<file path="config.mk">
export PLATFORM = sky130hd
export DESIGN_NAME = shift_buffer_ctrl
export DESIGN_NICKNAME = d
export VERILOG_FILES = /design/src/rtl/shift_buffer_ctrl.sv
export SDC_FILE = /design/constraint.sdc
export NUM_CORES = 1
export LEC_CHECK = 0
export ABC_AREA = 1
export CAP_MARGIN = 20
export CORE_AREA = 2 2 208 210
export DETAILED_ROUTE_END_ITERATION = 16
export DIE_AREA = 0 0 210 212
export GPL_ROUTABILITY_DRIVEN = 0
export PLACE_DENSITY = 0.38
export SLEW_MARGIN = 10
export SYNTH_ARGS = -nofsm -noshare
export SYNTH_HDL_FRONTEND = slang
export SYNTH_SLANG_ARGS = --single-unit
</file>
<file path="constraint.sdc">
create_clock -name CLK -period 3.2 [get_ports CLK]
set_input_delay 0.96 -clock CLK [delete_from_list [all_inputs] [get_ports CLK]]
set_output_delay 0.96 -clock CLK [all_outputs]
set_load 0.02 [all_outputs]
</file>
<file path="src/rtl/shift_buffer_ctrl.sv">
// Tile sequencer for the 32x128 skewing shift buffer: clear, fill N vectors,
// then drain N+15 skewed rows to the systolic array under array_ready.
module shift_buffer_ctrl #(
    parameter int DATA_W = 128,
    parameter int ADDR_W = 5,
    parameter int LANES  = 16
) (
    input  logic              CLK,
    input  logic              RESET,
    input  logic              start,
    input  logic [ADDR_W-1:0] vec_cnt,
    input  logic              in_valid,
    output logic              in_ready,
    input  logic [DATA_W-1:0] in_data,
    output logic              buf_RESET,
    output logic              buf_RETN,
    output logic              buf_WEN,
    output logic              buf_CEN,
    output logic [ADDR_W-1:0] buf_A,
    output logic [DATA_W-1:0] buf_D,
    input  logic [DATA_W-1:0] buf_Q,
    input  logic              array_ready,
    output logic              out_valid,
    output logic [DATA_W-1:0] out_data,
    output logic              out_last,
    output logic              busy,
    output logic              done
);

    typedef enum logic [2:0] {IDLE, CLEAR, FILL, DRAIN, DONE} state_t;

    localparam logic [ADDR_W-1:0] MAX_N = ADDR_W'(LANES);
    localparam logic [ADDR_W-1:0] SKEW  = ADDR_W'(LANES - 2);

    state_t            r_state;
    logic [ADDR_W-1:0] r_n;
    logic [ADDR_W-1:0] r_wr_ptr;
    logic [ADDR_W-1:0] r_rd_ptr;
    logic              r_rd_issued;
    logic              r_last_issued;

    logic              w_wr;
    logic              w_rd;
    logic [ADDR_W-1:0] w_n_clamped;
    logic [ADDR_W-1:0] w_last_wr;
    logic [ADDR_W-1:0] w_last_rd;

    assign w_n_clamped = (vec_cnt == '0 || vec_cnt > MAX_N) ? MAX_N : vec_cnt;
    assign w_last_wr   = r_n - ADDR_W'(1);
    // Final skewed row sits LANES-1 rows past the last vector: index n+14.
    assign w_last_rd   = r_n + SKEW;

    // Buffer port drive is held at idle values while RESET is high so an
    // abandoned tile cannot write or read on the reset cycle.
    always_comb begin
        w_wr      = 1'b0;
        w_rd      = 1'b0;
        in_ready  = 1'b0;
        buf_RESET = RESET;
        buf_WEN   = 1'b1;
        buf_CEN   = 1'b1;
        buf_A     = '0;
        buf_D     = '0;
        if (!RESET) begin
            case (r_state)
                CLEAR: buf_RESET = 1'b1;
                FILL: begin
                    in_ready = 1'b1;
                    if (in_valid) begin
                        w_wr    = 1'b1;
                        buf_WEN = 1'b0;
                        buf_A   = r_wr_ptr;
                        buf_D   = in_data;
                    end
                end
                DRAIN: begin
                    if (array_ready) begin
                        w_rd    = 1'b1;
                        buf_CEN = 1'b0;
                        buf_A   = r_rd_ptr;
                    end
                end
                default: ;
            endcase
        end
    end

    always_ff @(posedge CLK) begin
        if (RESET) begin
            r_state       <= IDLE;
            r_n           <= '0;
            r_wr_ptr      <= '0;
            r_rd_ptr      <= '0;
            r_rd_issued   <= 1'b0;
            r_last_issued <= 1'b0;
        end else begin
            r_rd_issued   <= w_rd;
            r_last_issued <= w_rd && (r_rd_ptr == w_last_rd);
            case (r_state)
                IDLE: begin
                    if (start) begin
                        r_n      <= w_n_clamped;
                        r_wr_ptr <= '0;
                        r_rd_ptr <= '0;
                        r_state  <= CLEAR;
                    end
                end
                CLEAR: r_state <= FILL;
                FILL: begin
                    if (w_wr) begin
                        r_wr_ptr <= r_wr_ptr + ADDR_W'(1);
                        if (r_wr_ptr == w_last_wr) r_state <= DRAIN;
                    end
                end
                DRAIN: begin
                    if (w_rd) begin
                        r_rd_ptr <= r_rd_ptr + ADDR_W'(1);
                        if (r_rd_ptr == w_last_rd) r_state <= DONE;
                    end
                end
                DONE:    r_state <= IDLE;
                default: r_state <= IDLE;
            endcase
        end
    end

    assign buf_RETN  = 1'b1;
    assign out_valid = r_rd_issued;
    assign out_data  = r_rd_issued ? buf_Q : '0;
    assign out_last  = r_rd_issued & r_last_issued;
    assign busy      = (r_state != IDLE);
    assign done      = (r_state == DONE);

endmodule

</file>
======== After elaboration in Yosys (flattened, before gate mapping) ========
Cells that the tools add are included.
storage, ports and cells
  word-level logic and storage cells ...... 70
  bits of input ports ..................... 266
  memory bits (read-only) ................. 0
  bits in registers ....................... 20
  latch bits .............................. 0
  output and inout port bits .............. 270
  memories ................................ 0
  memory bits (writable) .................. 0
cells by class
  reductions and logical operators ........ 11
  equal/unequal tests ..................... 11
  multipliers ............................. 0
  div/mod/pow operators ................... 0
  shift-type cells ........................ 0
  multiplexer cells ....................... 36
  $lt $le $gt $ge ......................... 1
  bitwise logic cells ..................... 1
  add/subtract/negate cells ............... 4
operators with widths
  cell                                               number
  2-to-1 mux 128 bit                                 4
  2-to-1 mux 5 bit                                   7
  case mux 5 bit (2 select lines)                    3
  2-to-1 mux 1 bit                                   16
  2-to-1 mux 3 bit                                   5
  case mux 3 bit (4 select lines)                    1
  adder 5 x 1 -> 5 bit (second input constant)       2
  == test 5 bit                                      2
  != test 2 bit (second input constant)              5
  == test 3 x 2 -> 1 bit (second input constant)     2
  AND reduction 3 bit                                2
  adder 5 x 4 -> 5 bit (second input constant)       1
  > comparator 5 bit (second input constant)         1
  logical NOT 5 bit                                  1
  AND reduction 5 bit                                1
  subtractor 5 x 1 -> 5 bit (second input constant)  1
  nonzero test 2 bit                                 2
  == test 3 x 1 -> 1 bit (second input constant)     1
  == test 3 bit (second input constant)              1
  logical NOT 3 bit                                  1
  nonzero test 3 bit                                 1
  AND reduction 2 bit                                1
  AND 1 bit                                          1
  logical AND 1 bit                                  1
  logical OR 1 bit                                   1

======== Longest topological paths before layout ========
  depth in word-level cells ............... 5
  gate-level depth with buffers ........... 12
  gate-level depth less buffers ........... 12

======== Least setup slack after synthesis ========
No wires, ideal clock.
  path type ............................... input to output
  start ................................... input port RESET
  end ..................................... output port buf_D[108]
  arrival ................................. 1.882 ns
  setup slack ............................. 0.358 ns
  stages on the path ...................... 7
  path through ............................ nor2_2 -> nand2_2 -> nor2_4 -> inv_2 -> buf_2 -> buf_2 -> nor2_1
between the ends
  word-level cells in the longest chain between the ends .. 1
ends and longest elaborated chain
  element             RTL line  source
  start: declaration  9         input logic RESET,
  2-to-1 mux 128 bit  64        if (!RESET) begin
  end: declaration    20        output logic [DATA_W-1:0] buf_D,
Every way passes these cells.

======== Worst setup path after layout ========
  start ................................... input port buf_Q[60]
  end ..................................... output port out_data[60]
between the ends
  word-level cells in the longest chain between the ends .. 1
ends and longest elaborated chain
  element             RTL line  source
  start: declaration  21        input logic [DATA_W-1:0] buf_Q,
  2-to-1 mux 128 bit  129       assign out_data = r_rd_issued ? buf_Q : '0;
  end: declaration    24        output logic [DATA_W-1:0] out_data,
Every way passes these cells.

==> flow_summary.json <==
{
  "drt-total-wl_um": 28900,
  "rr_worst_depth": 13,
  "nFillCells": 4895,
  "synthFlopType": "dfxtp_1",
  "drv_cap": 0,
  "holdBufCountCts": 0,
  "syn_to_final_growth_pct": 175,
  "power_density_mw_per_mm2": 145,
  "die-area_mm2": 0.0445,
  "overflow": 0,
  "cp-start-kind": "input port",
  "synth_cell_type_count": 31,
  "stdcell_count": 1829,
  "cp-end-kind": "output port",
  "io_pins": 536,
  "hold_viol_final": 0,
  "synth_edf_count": 0,
  "path_clk_slew_ns": 0.06,
  "port_buffers": 534,
  "finalCritPeriodShare": 0.990,
  "whs_path_depth": 2,
  "seq_area_frac_synth": 0.118,
  "nets": 1556,
  "hold_slack_ns": 0.554,
  "dr.pass1.iters": 7,
  "rsz0062_at_grt": "no",
  "critical_path_class": "input port to output port",
  "grt_pass1_vias": 5476,
  "skew_ns": 0.00490,
  "hpwl_um": 25300,
  "netlist_area_mm2": 0.00339,
  "initial_core_util": 0.0797,
  "grt_max_degree": 40,
  "multiInputGateArea_mm2": 0.00174,
  "clk_latency_ns": 0.26,
  "htreeDepth": 1,
  "p_total_mw": 1.35,
  "cts_buffer_depth": 2,
  "drt_iter0_markers": 285,
  "rows": 76,
  "vias": 5879,
  "outcome": "finished, final reports clean",
  "seq_area_um2": 404,
  "synth-seq-cells": 20,
  "setup_violations": 0,
  "coreArea_mm2": 0.0425,
  "avgSynthCellArea_um2": 4.50,
  "fmax_mhz": 316,
  "die_x_um": 210,
  "synth_area_leaders": "inv_1, nand2_1, nor2_1",
  "synth_top_area_cell": "inv_1",
  "fin_tns_setup_ns": 0,
  "groute.usage.overall": 0.118,
  "power_leakage_nw": 5.56,
  "cp_max_fo": 1,
  "worstHoldPathType": "register to register",
  "cts.sinks": 20,
  "fin_crit_ns": 3.17,
  "antenna_found_initial": 6,
  "synth-warning-count": 0,
  "grt_first_pass_wirelength_um": 38800,
  "cp.arrival_ns": 2.21,
  "drive_gt1_frac": 0.161,
  "cp.required_ns": 2.24,
  "cts_tree": "yes",
  "yosysTopAreaCellShare": 0.326,
  "drc": 0,
  "n_antenna_cell": 0,
  "wire_per_inst_um": 15.8,
  "via_per_inst": 3.21,
  "slew_viol_final": 0,
  "syn_nets": 1025,
  "cts_made_buffers": 3,
  "ir_worst_vdd_uv": 142,
  "root_buffer": "clkbuf_16",
  "ys_async_sr_fraction": 0,
  "dp_cells": 1821,
  "ant_nets": 0,
  "die_h_um": 212,
  "synthCells": 753
}
[worst paths after layout]
check | start | to | slack [ns]
setup reg to reg | r_state[1] | r_wr_ptr[4] | 1.26
hold reg to reg | r_wr_ptr[2] | r_wr_ptr[2] | 0.55
hold / removal | r_wr_ptr[2] | r_wr_ptr[2] | 0.55
setup / recovery | buf_Q[60] | out_data[60] | 0.03
[Yosys cell counts (2+ instances only)]
cell type,number
nor3_1,5
xor2_1,3
ha_1,6
clkbuf_1,15
inv_1,294
o22ai_1,2
dfxtp_1,20
nand2_1,192
buf_2,13
nor2_4,3
a21oi_1,7
a22oi_1,4
inv_2,3
o21ai_0,2
a211oi_1,3
nand3_1,10
nor2_1,154
nor2_2,4
[flip-flops by register name, summed over array words and instances, names as in the netlist]
signal,cells
r_rd_ptr,5
r_wr_ptr,5
r_last_issued,1
out_valid,1
r_state,3
r_n,5
[critical path, stage by stage]
cell,delay (ns)
clkdlybuf4s50_1,0.46
nand2_1,0.10
inv_1,0.08
clkdlybuf4s50_1,0.61
[area by class of cell]
class                   instances  area share
clock inverters                 1     0.00323
multi-input cells             406       0.187
well taps                     546      0.0734
flip-flops and latches         20      0.0434
repair buffers                556       0.565
inverters                     297       0.120
clock buffers                   3     0.00806
[metal layers]
metal	vias up	track usage	part of all wire
met5	-	0	0.00069
met4	4	0.0135	0.0096
met3	15	0.0369	0.085
met2	243	0.196	0.47
met1	2560	0.154	0.43
li1	3057	-	-
[power by group]
part | internal (mW) | switching (mW)
clock network | 0.249 | 0.105
logic | 0.418 | 0.296
registers | 0.263 | 0.0192
[metrics by stage]
stage           util  instance area, um2  setup slack [ns]
2_1_floorplan      -                3390             0.358
3_3_place_gp   0.222                9440            -0.779
3_5_place_dp   0.222                9440            -0.774
4_1_cts        0.219                9300           0.00665
5_1_grt        0.219                9310           0.00893
6_report       0.219                9310            0.0333
[layout by cell type (no fill, tap or decap), types with 2 or more instances in the layout]
| cell | n |
|---|---|
| nand2_1 | 192 |
| o22ai_1 | 2 |
| nor3_1 | 5 |
| ha_1 | 6 |
| nor2_1 | 154 |
| a22oi_1 | 4 |
| nand3_1 | 10 |
| dlygate4sd2_1 | 4 |
| xor2_1 | 3 |
| a21oi_1 | 7 |
| buf_4 | 54 |
| dlymetal6s2s_1 | 6 |
| buf_2 | 75 |
| o21ai_0 | 2 |
| buf_12 | 9 |
| clkdlybuf4s50_1 | 359 |
| nor2_2 | 4 |
| a211oi_1 | 3 |
| clkdlybuf4s15_1 | 2 |
| inv_2 | 3 |
| clkbuf_16 | 3 |
| buf_16 | 3 |
| clkdlybuf4s15_2 | 42 |
| inv_1 | 293 |
| nor2_4 | 3 |
| dfxtp_1 | 19 |
[timing repair]
action	in CTS	in global routing
setup endpoints to repair	136	9
gates resized for setup	500	9
setup buffers	2	0
gates cloned	2	0
pin swaps	2	0
[cells by family (layout without fill, tap and decap cells)]
kind of cell               count (synthesis)  after routing  share of synthesized area
AOI/OAI and AO/OA                         21             21                     0.0391
xor gates and xnor gates                   3              3                    0.00776
adders and majority gates                  6              6                     0.0222
buffers and inverters                    327            857                      0.368
DFF                                       20             20                      0.118
other                                      1              1                    0.00111
and+or+nand+nor                          375            375                      0.443
(Power assumes the default switching activity.)
